===== config.mk =====
export PLATFORM = sky130hd
export DESIGN_NAME = hdlverifier_capture_ctrl
export DESIGN_NICKNAME = d
export VERILOG_FILES = /design/src/rtl/hdlverifier_capture_ctrl.sv
export SDC_FILE = /design/constraint.sdc
export NUM_CORES = 1
export LEC_CHECK = 0
export ABC_AREA = 1
export CAP_MARGIN = 30
export CORE_UTILIZATION = 51
export DETAILED_ROUTE_END_ITERATION = 12
export PLACE_DENSITY = 0.77
export SYNTH_ARGS = -nofsm -noshare
export SYNTH_HDL_FRONTEND = slang
export SYNTH_SLANG_ARGS = --single-unit

===== constraint.sdc =====
create_clock -name clk -period 1.65 [get_ports clk]
set_input_delay 0.33 -clock clk [delete_from_list [all_inputs] [get_ports clk]]
set_output_delay 0.33 -clock clk [all_outputs]
set_load 0.05 [all_outputs]

===== src/rtl/hdlverifier_capture_ctrl.sv =====
// Capture sequencer: arm, pre-trigger fill, trigger wait, post-trigger fill.
// Optional trigger timeout enabled by HDLV_CAPTURE_TRIGGER_TIMEOUT_EN.
module hdlverifier_capture_ctrl #(
  parameter int ADDR_WIDTH    = 10,
  parameter int TIMEOUT_WIDTH = 16
) (
  input  logic                  clk,
  input  logic                  reset_n,
  input  logic                  clk_enable,
  input  logic                  start,
  input  logic                  abort,
  input  logic                  trigger,
  input  logic [ADDR_WIDTH-1:0] trigger_position,
`ifdef HDLV_CAPTURE_TRIGGER_TIMEOUT_EN
  input  logic [TIMEOUT_WIDTH-1:0] timeout_cycles,
  output logic                     timed_out,
`endif
  output logic                  wr_en,
  output logic [ADDR_WIDTH-1:0] wr_addr,
  output logic [ADDR_WIDTH-1:0] trigger_addr,
  output logic                  busy,
  output logic                  capture_done
);

  if (ADDR_WIDTH < 1 || TIMEOUT_WIDTH < 1) begin : g_param_chk
    $error("hdlverifier_capture_ctrl: widths must be >= 1");
  end

  typedef enum logic [2:0] {
    IDLE,
    PRETRIG,
    WAIT_TRIG,
    POSTTRIG,
    DONE
  } state_e;

  state_e                state_q, state_d;
  logic [ADDR_WIDTH-1:0] addr_q, addr_d;
  logic [ADDR_WIDTH-1:0] taddr_q, taddr_d;
  logic [ADDR_WIDTH-1:0] pos_q, pos_d;
  logic [ADDR_WIDTH-1:0] cnt_q, cnt_d;
  logic [ADDR_WIDTH-1:0] post_cnt;
  logic                  to_hit;
  logic                  arm;

  assign busy         = (state_q == PRETRIG) ||
                        (state_q == WAIT_TRIG) ||
                        (state_q == POSTTRIG);
  assign capture_done = (state_q == DONE);
  assign wr_en        = clk_enable && busy;
  assign wr_addr      = addr_q;
  assign trigger_addr = taddr_q;
  // Window is DEPTH samples: P before, the trigger, then the rest.
  assign post_cnt     = ~pos_q;
  assign arm          = !abort && start &&
                        ((state_q == IDLE) || (state_q == DONE));

`ifdef HDLV_CAPTURE_TRIGGER_TIMEOUT_EN
  localparam logic [TIMEOUT_WIDTH-1:0] TONE = 1;

  logic [TIMEOUT_WIDTH-1:0] tcnt_q, tcnt_d;
  logic                     tout_q, tout_d;

  assign to_hit    = (timeout_cycles != '0) &&
                     ((tcnt_q + TONE) == timeout_cycles);
  assign timed_out = tout_q;

  always_comb begin
    tcnt_d = '0;
    tout_d = tout_q;
    if (state_q == WAIT_TRIG) begin
      tcnt_d = wr_en ? tcnt_q + TONE : tcnt_q;
    end
    if (abort || arm) begin
      tout_d = 1'b0;
    end else if (state_q == WAIT_TRIG && wr_en &&
                 !trigger && to_hit) begin
      tout_d = 1'b1;
    end
  end

  always_ff @(posedge clk or negedge reset_n) begin
    if (!reset_n) begin
      tcnt_q <= '0;
      tout_q <= 1'b0;
    end else begin
      tcnt_q <= tcnt_d;
      tout_q <= tout_d;
    end
  end
`else
  assign to_hit = 1'b0;
`endif

  always_comb begin
    state_d = state_q;
    addr_d  = addr_q;
    taddr_d = taddr_q;
    pos_d   = pos_q;
    cnt_d   = cnt_q;
    if (abort) begin
      state_d = IDLE;
    end else begin
      unique case (state_q)
        IDLE, DONE: begin
          if (start) begin
            pos_d   = trigger_position;
            addr_d  = '0;
            taddr_d = '0;
            cnt_d   = '0;
            state_d = (trigger_position != '0) ? PRETRIG : WAIT_TRIG;
          end
        end
        PRETRIG: begin
          if (wr_en) begin
            addr_d = addr_q + 1'b1;
            if (cnt_q == pos_q - 1'b1) begin
              cnt_d   = '0;
              state_d = WAIT_TRIG;
            end else begin
              cnt_d = cnt_q + 1'b1;
            end
          end
        end
        WAIT_TRIG: begin
          if (wr_en) begin
            addr_d = addr_q + 1'b1;
            if (trigger || to_hit) begin
              taddr_d = addr_q;
              cnt_d   = '0;
              state_d = (post_cnt == '0) ? DONE : POSTTRIG;
            end
          end
        end
        POSTTRIG: begin
          if (wr_en) begin
            addr_d = addr_q + 1'b1;
            if (cnt_q == post_cnt - 1'b1) begin
              cnt_d   = '0;
              state_d = DONE;
            end else begin
              cnt_d = cnt_q + 1'b1;
            end
          end
        end
        default: state_d = IDLE;
      endcase
    end
  end

  always_ff @(posedge clk or negedge reset_n) begin
    if (!reset_n) begin
      state_q <= IDLE;
      addr_q  <= '0;
      taddr_q <= '0;
      pos_q   <= '0;
      cnt_q   <= '0;
    end else begin
      state_q <= state_d;
      addr_q  <= addr_d;
      taddr_q <= taddr_d;
      pos_q   <= pos_d;
      cnt_q   <= cnt_d;
    end
  end

endmodule


# Yosys cells after proc, flatten, opt, wreduce, memory -nomap -nowiden
# Index checks and enable logic that the tools add are counted.
# Widths: inputs -> output; s select.
# word_totals
ff_bits	43
input_bits	16
output_inout_bits	23
elab_cells	70
# op_classes
add_sub_neg	4
n_eq_ne	19
mux	24
bitwise_logic	2
n_reduce_logical	16
# ops
op	count
$mux 10	10
$pmux 10 s2	2
$pmux 10 s4	1
$mux 3	9
$add 10x1->10 const B	2
$eq 10x10->1	2
$sub 10x1->10 const B	2
$ne 3x3->1 const B	5
$reduce_and 7->1	2
$pmux 3 s4	1
$logic_not 10->1	1
$ne 2x2->1 const B	5
$not 10->10	1
$reduce_bool 10->1	1
$eq 3x2->1 const B	2
$ne 3x2->1 const B	2
$reduce_and 5->1	1
$reduce_and 4->1	1
$reduce_bool 2->1	2
$reduce_bool 4->1	1
$eq 3x1->1 const B	1
$eq 3x3->1 const B	1
$logic_not 3->1	1
$reduce_and 3->1	1
other kinds (7)	8

# Logic depth before layout (Yosys ltp)
# Gate-level depths: netlist of run 1.
# logic_depth
word_depth	7
ltp_mapped	15
ltp_nobuf	15

# Worst setup path before layout of run 1
# OpenSTA, ideal clock, no wires.
# synth_timing
path_kind	register to register
start	register state_q[2]
end	register addr_q[9], in the netlist wr_addr[9]
setup_ns	0.121
t_arrival_ns	1.791
t_required_ns	1.529
setup_slack_ns	-0.262
path_stages_with_launch	13
period_less_slack_ns	1.912
cell_sequence	dfrtp_1 inv_1 nand2_1 nor2_4 nand2_2 nand2_4 nand4_2 nor2_2 inv_2 nor3_2 nand3_1 nand2_1 nor2_1
# synth_via
elab_chain_len	6
elab_cells_between_ends	15
# synth_lines
item	line	text
start, declared	37	state_e state_q, state_d;
start signal, assigned	159	state_q <= state_d;
$eq 3x1->1 / $eq 3x2->1 (equally long branches)	46, 47	
$logic_or 1x1->1	46	assign busy = (state_q == PRETRIG) ||
$logic_or 1x1->1 (*)	47	(state_q == WAIT_TRIG) ||
$logic_and 1x1->1 (*)	50	assign wr_en = clk_enable && busy;
named net wr_en	18	output logic wr_en,
$ne 2x1->1 (no source line) (*)	--	
$reduce_and 4->1 (no source line) (*)	--	
end signal, assigned	160	addr_q <= addr_d;
end, declared	38	logic [ADDR_WIDTH-1:0] addr_q, addr_d;
# The timed path passes the listed nets; every way through them passes the cells marked *.
# A chain may end at the register's enable or synchronous reset.

# Final worst setup path of run 1
# layout_timing
start	register pos_q[3]
end	register cnt_q[0]
# layout_via
elab_chain_len	6
elab_cells_between_ends	10
# layout_lines
item	line	text
start, declared	40	logic [ADDR_WIDTH-1:0] pos_q, pos_d;
start signal, assigned	162	pos_q <= pos_d;
$not 10->10	54	assign post_cnt = ~pos_q;
$sub 10x1->10	138	if (cnt_q == post_cnt - 1'b1) begin
$eq 10x10->1	138	
$mux 10	138	
$mux 10	136	if (wr_en) begin
$pmux 10 s4 (*)	104	unique case (state_q)
end signal, assigned	163	cnt_q <= cnt_d;
end, declared	41	logic [ADDR_WIDTH-1:0] cnt_q, cnt_d;
# Every way passes the cells marked *; elsewhere a longest branch is shown, timed or not. The select of a mux whose other input is x is not followed.

==> results by group, run 1 <==
Yosys
  • Synth area leaders: dfrtp_1 35%, nand2_1 17%, inv_1 9.4%, nand3_1 9.2%, nor2_1 5.6%
  • Synthesized net count: 493
  • Syn Inst Count: 473
  • Ys async rst share: 1.00
  • Synth top area share: 0.347
  • Count leader, synth: nand2_1
  • Most frequent cells after synthesis: 138 x nand2_1, 78 x inv_1, 57 x nand3_1, 46 x nor2_1, 43 x dfrtp_1
  • Synth Warn #: 0
  • Top_reg_cell synth: dfrtp_1
  • Synthesized area per cell: 6.55 um2
  • Yosys reg bits: 43
  • Post-Syn Area: 3100 um2
  • Sequential area share after synthesis: 0.347
  • Post-synth EDFFs: 0
  • Yosys top cell by area: dfrtp_1
  • Synth unique cells: 39

Pwr
  • Max rail drop VDD: 0.00157 V
  • Sw Ratio: 0.474
  • Clock power frac: 0.121
  • Power Density: 1550 nW/um2
  • Power Internal: 4020 uW
  • Sequential share of power: 0.217
  • Net Sw Power: 3620 uW
  • Combinational group share of total power: 0.661
  • Leak Pwr: 0.00248 uW

Timing
  • RSZ-0062 raised after global routing: true
  • Final WS setup: -0.594 ns
  • Max Slew Vio Count: 0
  • Tmin final: 2.24 ns
  • FMAX: 446 MHz
  • Fin Clk Skew: 0.0163 ns
  • Relative slew slack: 0.674
  • Tcrit/Tclk final: 1.36
  • Hold Vio Cnt, Final: 0
  • Setup Viol. Count Final: 31
  • Worst-Margin Slew: 0.485 ns

Global routing
  • Tot GR Track Use: 0.373
  • Remaining Overflow, GRT: 0
  • Vias in the first global route: 3,753
  • Initial antenna violation count: 1
  • Largest net degree at the start of global routing: 44
  • First-pass GRT wire length: 17.9 mm

Worst setup path
  • RR Startpoint: pos_q[3]
  • CP Launch Type: flop
  • Required @ worst endpoint: 1.86 ns
  • Setup crit end kind: flop
  • Critical path arrival: 2.45 ns
  • Reg-to-reg slack, setup: -0.59 ns
  • CP Max Fanout: 9
  • Crit path kind: flop to flop
  • FF-to-FF path depth: 12
  • FF-to-FF End: cnt_q[0]

Job
  • Max cap viols: 0

Status
  • Outcome: finished with violations
  • Failing checks: negative setup slack

Finish
  • Share of layout cells above drive strength 1: 0.393
  • Post-Layout Cell Count: 684
  • Area growth from synthesis to layout: 58.7%
  • Multi-input logic area: 2010 um2
  • Fin nets: 627
  • Filler Cells Inserted: 327
  • Register area: 1090 um2
  • Finished Cell Area: 4920 um2
  • Final core area utilization: 0.836

Placement
  • Placed cell areas: 4220 um2
  • DP HPWL: 7.13 mm
  • Post-Place Cells: 648
  • IO Port Bufs: 38
  • Routability cong.: 0.946

Drt
  • Iteration-0 DRC Markers: 392
  • Residual DRC: 0
  • Top sig layer: met4
  • DRT antenna net count: 0
  • Routed wire length: 13.1 mm
  • Routed vias: 4,076
  • Iteration count of the initial detailed-routing pass: 6
  • Met2 routed WL: 6.29 mm
  • WL/cell: 19.2 um
  • WL met1: 4.72 mm
  • Metal3 WL: 1.23 mm
  • Vias per std cell: 5.96

Floorplanning
  • Initial core utilization: 0.527
  • Chip Width: 80.0 um
  • Cell Rows: 28
  • IO Count: 39
  • Die area: 6400 um2
  • Core ar.: 5890 um2
  • Die Height: 80.0 um

Min path
  • Hold Path Class: primary input to async pin

Clock network
  • Clk Latency, worst-skew pair: 0.32 ns
  • Maximum clock insertion buffer count: 2
  • Clk slew on worst S/H paths: 0.10 ns
  • H-tree depth: 2
  • CTS tree: yes
  • CTS Buf Count: 5
  • Total clock sinks: 43
  • Clk root buf: clkbuf_8
==> power groups by stage <==
stage                     clock network, uW  logic (uW)  registers [uW]
final                                   927        5050            1660
after global routing                    954        5380            1670
after CTS                               897        4390            1620
after detailed placement                  0        3760            1600
after global placement                    0        3700            1600
after floorplan                           0        2110            1560
==> worst max-delay path, stage by stage, from the launching register on <==
cell	delay (ns)
dfrtp_2	0.49
nor2_1	0.22
nand3_2	0.17
o21ai_0	0.35
nand2_1	0.16
nand2_1	0.09
nand2_1	0.09
nor2_1	0.13
nand2_1	0.09
nand3_1	0.12
nand2_1	0.08
nand2_1	0.07
nand2_1	0.07
==> flip-flops by register name, summed over array words and instances, names as in the netlist <==
name / count
wr_addr: 10
state_q: 3
trigger_addr: 10
cnt_q: 10
pos_q: 10
==> layer usage <==
metal	GRT usage	vias to the layer above
li1	-	1761
met3	0.0789	102
met5	0	-
met1	0.437	1897
met2	0.632	316
met4	0.207	0
==> through the flow <==
step	hold WS, ns	setup TNS, ns	worst slack, ns	total power, uW
2_1_floorplan	0.0344	-1.71	-0.212	3680
3_3_place_gp	0.321	-8.90	-0.378	5300
3_5_place_dp	0.329	-9.78	-0.360	5350
4_1_cts	0.530	-3.83	-0.307	6900
5_1_grt	0.560	-8.40	-0.602	8010
6_report	0.502	-6.35	-0.594	7640
==> final cells by class <==
class / count / area share
Antenna cell: 1 / 0.000509
Clock buffer: 6 / 0.0168
Clock inverter: 2 / 0.00788
Inverter: 82 / 0.0651
Multi-Input combinational cell: 336 / 0.409
Sequential cell: 43 / 0.221
Tap cell: 75 / 0.0191
Timing Repair Buffer: 139 / 0.260
==> how the worst max path moves through the flow <==
stage	start	end	slack, ns	depth (start not counted)
global route	pos_q[3]	cnt_q[0]	-0.60	12
CTS	pos_q[1]	cnt_q[2]	-0.31	15
floorplan	state_q[2]	wr_addr[9]	-0.21	12
finish	pos_q[3]	cnt_q[0]	-0.59	12
global placement	pos_q[3]	cnt_q[6]	-0.38	10
detailed placement	pos_q[3]	cnt_q[2]	-0.36	10
==> what timing repair did <==
| item | in CTS | in global routing |
|---|---|---|
| hold buffers | 1 | 0 |
| pin swaps | 14 | 16 |
| endpoints found under the setup margin | 28 | 33 |
| buffers inserted | 15 | 11 |
| resized for setup | 61 | 64 |
| endpoints found under the hold margin | 12 | 0 |
| gates cloned | 3 | 0 |
==> layout by cell type, fill, tap and decap left out, drive strengths merged, types with 2 or more instances in the layout <==
| cell | netlist | routed |
|---|---|---|
| a21oi | 5 | 5 |
| nor3 | 6 | 6 |
| ha | 4 | 4 |
| clkbuf | 6 | 6 |
| nand3 | 61 | 61 |
| a211oi | 2 | 2 |
| buf | 6 | 124 |
| clkdlybuf4s50 | 0 | 13 |
| nand4 | 14 | 14 |
| o21ai | 31 | 31 |
| or2 | 3 | 3 |
| xor2 | 4 | 4 |
| dfrtp | 43 | 43 |
| nor2 | 54 | 54 |
| nand2 | 143 | 143 |
| inv | 81 | 82 |
==> cells by family (layout without fill, tap and decap cells) <==
| kind of cell | after synthesis | after routing | synth area share |
|---|---|---|---|
| XOR/XNOR | 6 | 6 | 0.0218 |
| AO/OA/AOI/OAI | 42 | 42 | 0.0771 |
| AND/OR/NAND/NOR | 284 | 284 | 0.419 |
| other | 0 | 1 | 0 |
| buffers and inverters | 94 | 229 | 0.119 |
| flip-flops | 43 | 43 | 0.347 |
| adder cells (fa/ha/maj) | 4 | 4 | 0.0161 |
(Power assumes the default switching activity.)
==> run 2, diff against run 1 <==
Settings changed: CORE_MARGIN set to 3.
==> run 2 against run 1 <==
  * The run still ends with negative setup slack left
  * Largest power group unchanged
  * Clock power decreased by 25%
  * Maximum frequency down 5.3%
  * Clock skew shrank 0.0024 ns
  * Utilization is 2.2 points higher
  * Critical path depth up 1
  * Non-clock buffer count grew 4
  * Largest cell class unchanged
  * Count of clock-buffer cells in the layout stayed put
  * Via count up 1.2%
  * Sequential share of layout area about the same
  * Sequential cell count unchanged
==> results by group, run 2 (synthesis results as in run 1) <==
Timing
  • Final WS setup: -0.721 ns
  • Setup Viol. Count Final: 34
  • RSZ-0062 raised after global routing: true
  • FMAX: 422 MHz
  • Tmin final: 2.37 ns
  • Max Slew Vio Count: 0
  • Relative slew slack: 0.576
  • Hold Vio Cnt, Final: 0
  • Fin Clk Skew: 0.0139 ns
  • Worst-Margin Slew: 0.632 ns
  • Tcrit/Tclk final: 1.44

Drt
  • Iteration-0 DRC Markers: 598
  • Routed vias: 4,124
  • Residual DRC: 0
  • Vias per std cell: 6.03
  • Iteration count of the initial detailed-routing pass: 8
  • Routed wire length: 13.7 mm
  • WL/cell: 20.1 um
  • DRT antenna net count: 0

Finish
  • Fin nets: 631
  • Register area: 1080 um2
  • Commonest non-fill, non-tap cell in the layout: nand2_1
  • Finished Cell Area: 4900 um2
  • ANT cells: 0
  • Filler Cells Inserted: 292
  • Multi-input logic area: 1980 um2
  • Area growth from synthesis to layout: 57.9%
  • Final core area utilization: 0.858
  • Share of layout cells above drive strength 1: 0.384
  • Most frequent cells in the layout: 129 x nand2_1, 100 x buf_4, 64 x inv_1, 37 x nor2_1, 36 x dfrtp_1

Floorplanning
  • Chip Width: 84.0 um
  • Die Height: 84.0 um
  • Core ar.: 5710 um2
  • Die area: 7050 um2
  • Cell Rows: 27
  • Initial core utilization: 0.543
  • IO Count: 39

Worst setup path
  • Crit path kind: flop to flop
  • Critical path arrival: 2.56 ns
  • CP Launch Type: flop
  • CP Max Fanout: 8
  • Required @ worst endpoint: 1.84 ns
  • Setup crit end kind: flop

Clock network
  • Clk Latency, worst-skew pair: 0.31 ns
  • H-tree depth: 2
  • CTS Buf Count: 5
  • Clk slew on worst S/H paths: 0.10 ns
  • Total clock sinks: 43
  • Maximum clock insertion buffer count: 2
  • Clk root buf: clkbuf_8
  • CTS tree: yes

Placement
  • IO Port Bufs: 38
  • Placed cell areas: 4230 um2
  • Pre-CTS setup slack: -0.406 ns
  • Routability cong.: 0.913
  • DP HPWL: 7.55 mm

Pwr
  • Leak Pwr: 0.00245 uW
  • Max rail drop VDD: 0.00159 V
  • Power Density: 1540 nW/um2

Global routing
  • Vias in the first global route: 3,843
  • Largest net degree at the start of global routing: 23
  • Tot GR Track Use: 0.320
  • Initial antenna violation count: 0
  • First-pass GRT wire length: 18.3 mm
  • Remaining Overflow, GRT: 0

Job
  • Max cap viols: 0

Status
  • Failing checks: negative setup slack
  • Outcome: finished with violations

Min path
  • Hold Path Class: primary input to async pin
[run 2: cell types whose count changed in the layout (fill, tap and decap cells not counted), sizes merged]
cell	before	now
buf	124	127
bufinv	1	0
clkbuf	6	7
clkinv	1	2
clkinvlp	0	2
diode	1	0
inv	82	80
[run 2: what timing repair did]
item | 4_1_cts | 5_1_grt
buffers inserted | 17 | 9
hold endpoints to repair | 14 | 0
resized for setup | 44 | 71
pin swaps | 19 | 20
hold buffers | 1 | 0
setup endpoints to repair | 27 | 35
cloned | 2 | 1
[run 2: worst max-delay path, stage by stage (launching register included)]
cell and delay (ns):
dfrtp_1 0.43, buf_4 0.17, nand2_1 0.20, nand2_1 0.20, nor2_4 0.17, nand2_2 0.09
nor2_2 0.11, nand2_1 0.08, nor2_1 0.18, nand3_2 0.12, nand2_4 0.13, nand3_4 0.17
nand2_1 0.16, inv_1 0.06
[run 2: final cells by class]
type | count | share of cell area
multi-input combinational | 336 | 0.405
timing repair buffer | 143 | 0.272
sequential | 43 | 0.222
inverter | 82 | 0.0657
tap | 72 | 0.0184
clock buffer | 6 | 0.0148
clock inverter | 2 | 0.00256
[run 2: final timing paths]
check                                   to  slack [ns]  depth (start not counted)             from
setup / recovery                  cnt_q[7]       -0.72                         13         pos_q[0]
min in group clk           trigger_addr[5]        0.54                          2  trigger_addr[5]
setup reg to reg                  cnt_q[7]       -0.72                         13         pos_q[0]
max in group asynchronous       state_q[0]        0.61                          3          reset_n
hold reg to reg            trigger_addr[5]        0.54                          2  trigger_addr[5]
hold / removal             trigger_addr[3]        0.50                          2          reset_n
[run 2: metal layers]
| metal | routed length, um | track usage | vias to the layer above | part of all wire |
|---|---|---|---|---|
| li1 | - | - | 1771 | - |
| met5 | 0 | 0 | - | 0 |
| met1 | 4950 | 0.377 | 1890 | 0.36 |
| met4 | 1010 | 0.171 | 0 | 0.073 |
| met3 | 1480 | 0.0632 | 112 | 0.11 |
| met2 | 6280 | 0.545 | 351 | 0.46 |
[run 2: stage by stage]
stage	power [uW]	TNS [ns]	hold WS (ns)	instances
CTS	6510	-4.32	0.501	676
floorplan	3680	-1.71	0.0344	473
detailed placement	5290	-10.17	0.283	648
global placement	5230	-8.95	0.268	648
finish	7530	-10.54	0.504	684
global route	7930	-12.62	0.534	684
[run 2: report_power, final]
| part | switching, uW | internal (uW) |
|---|---|---|
| Combinational | 2890 | 2270 |
| Clock | 398 | 297 |
| Sequential | 424 | 1260 |
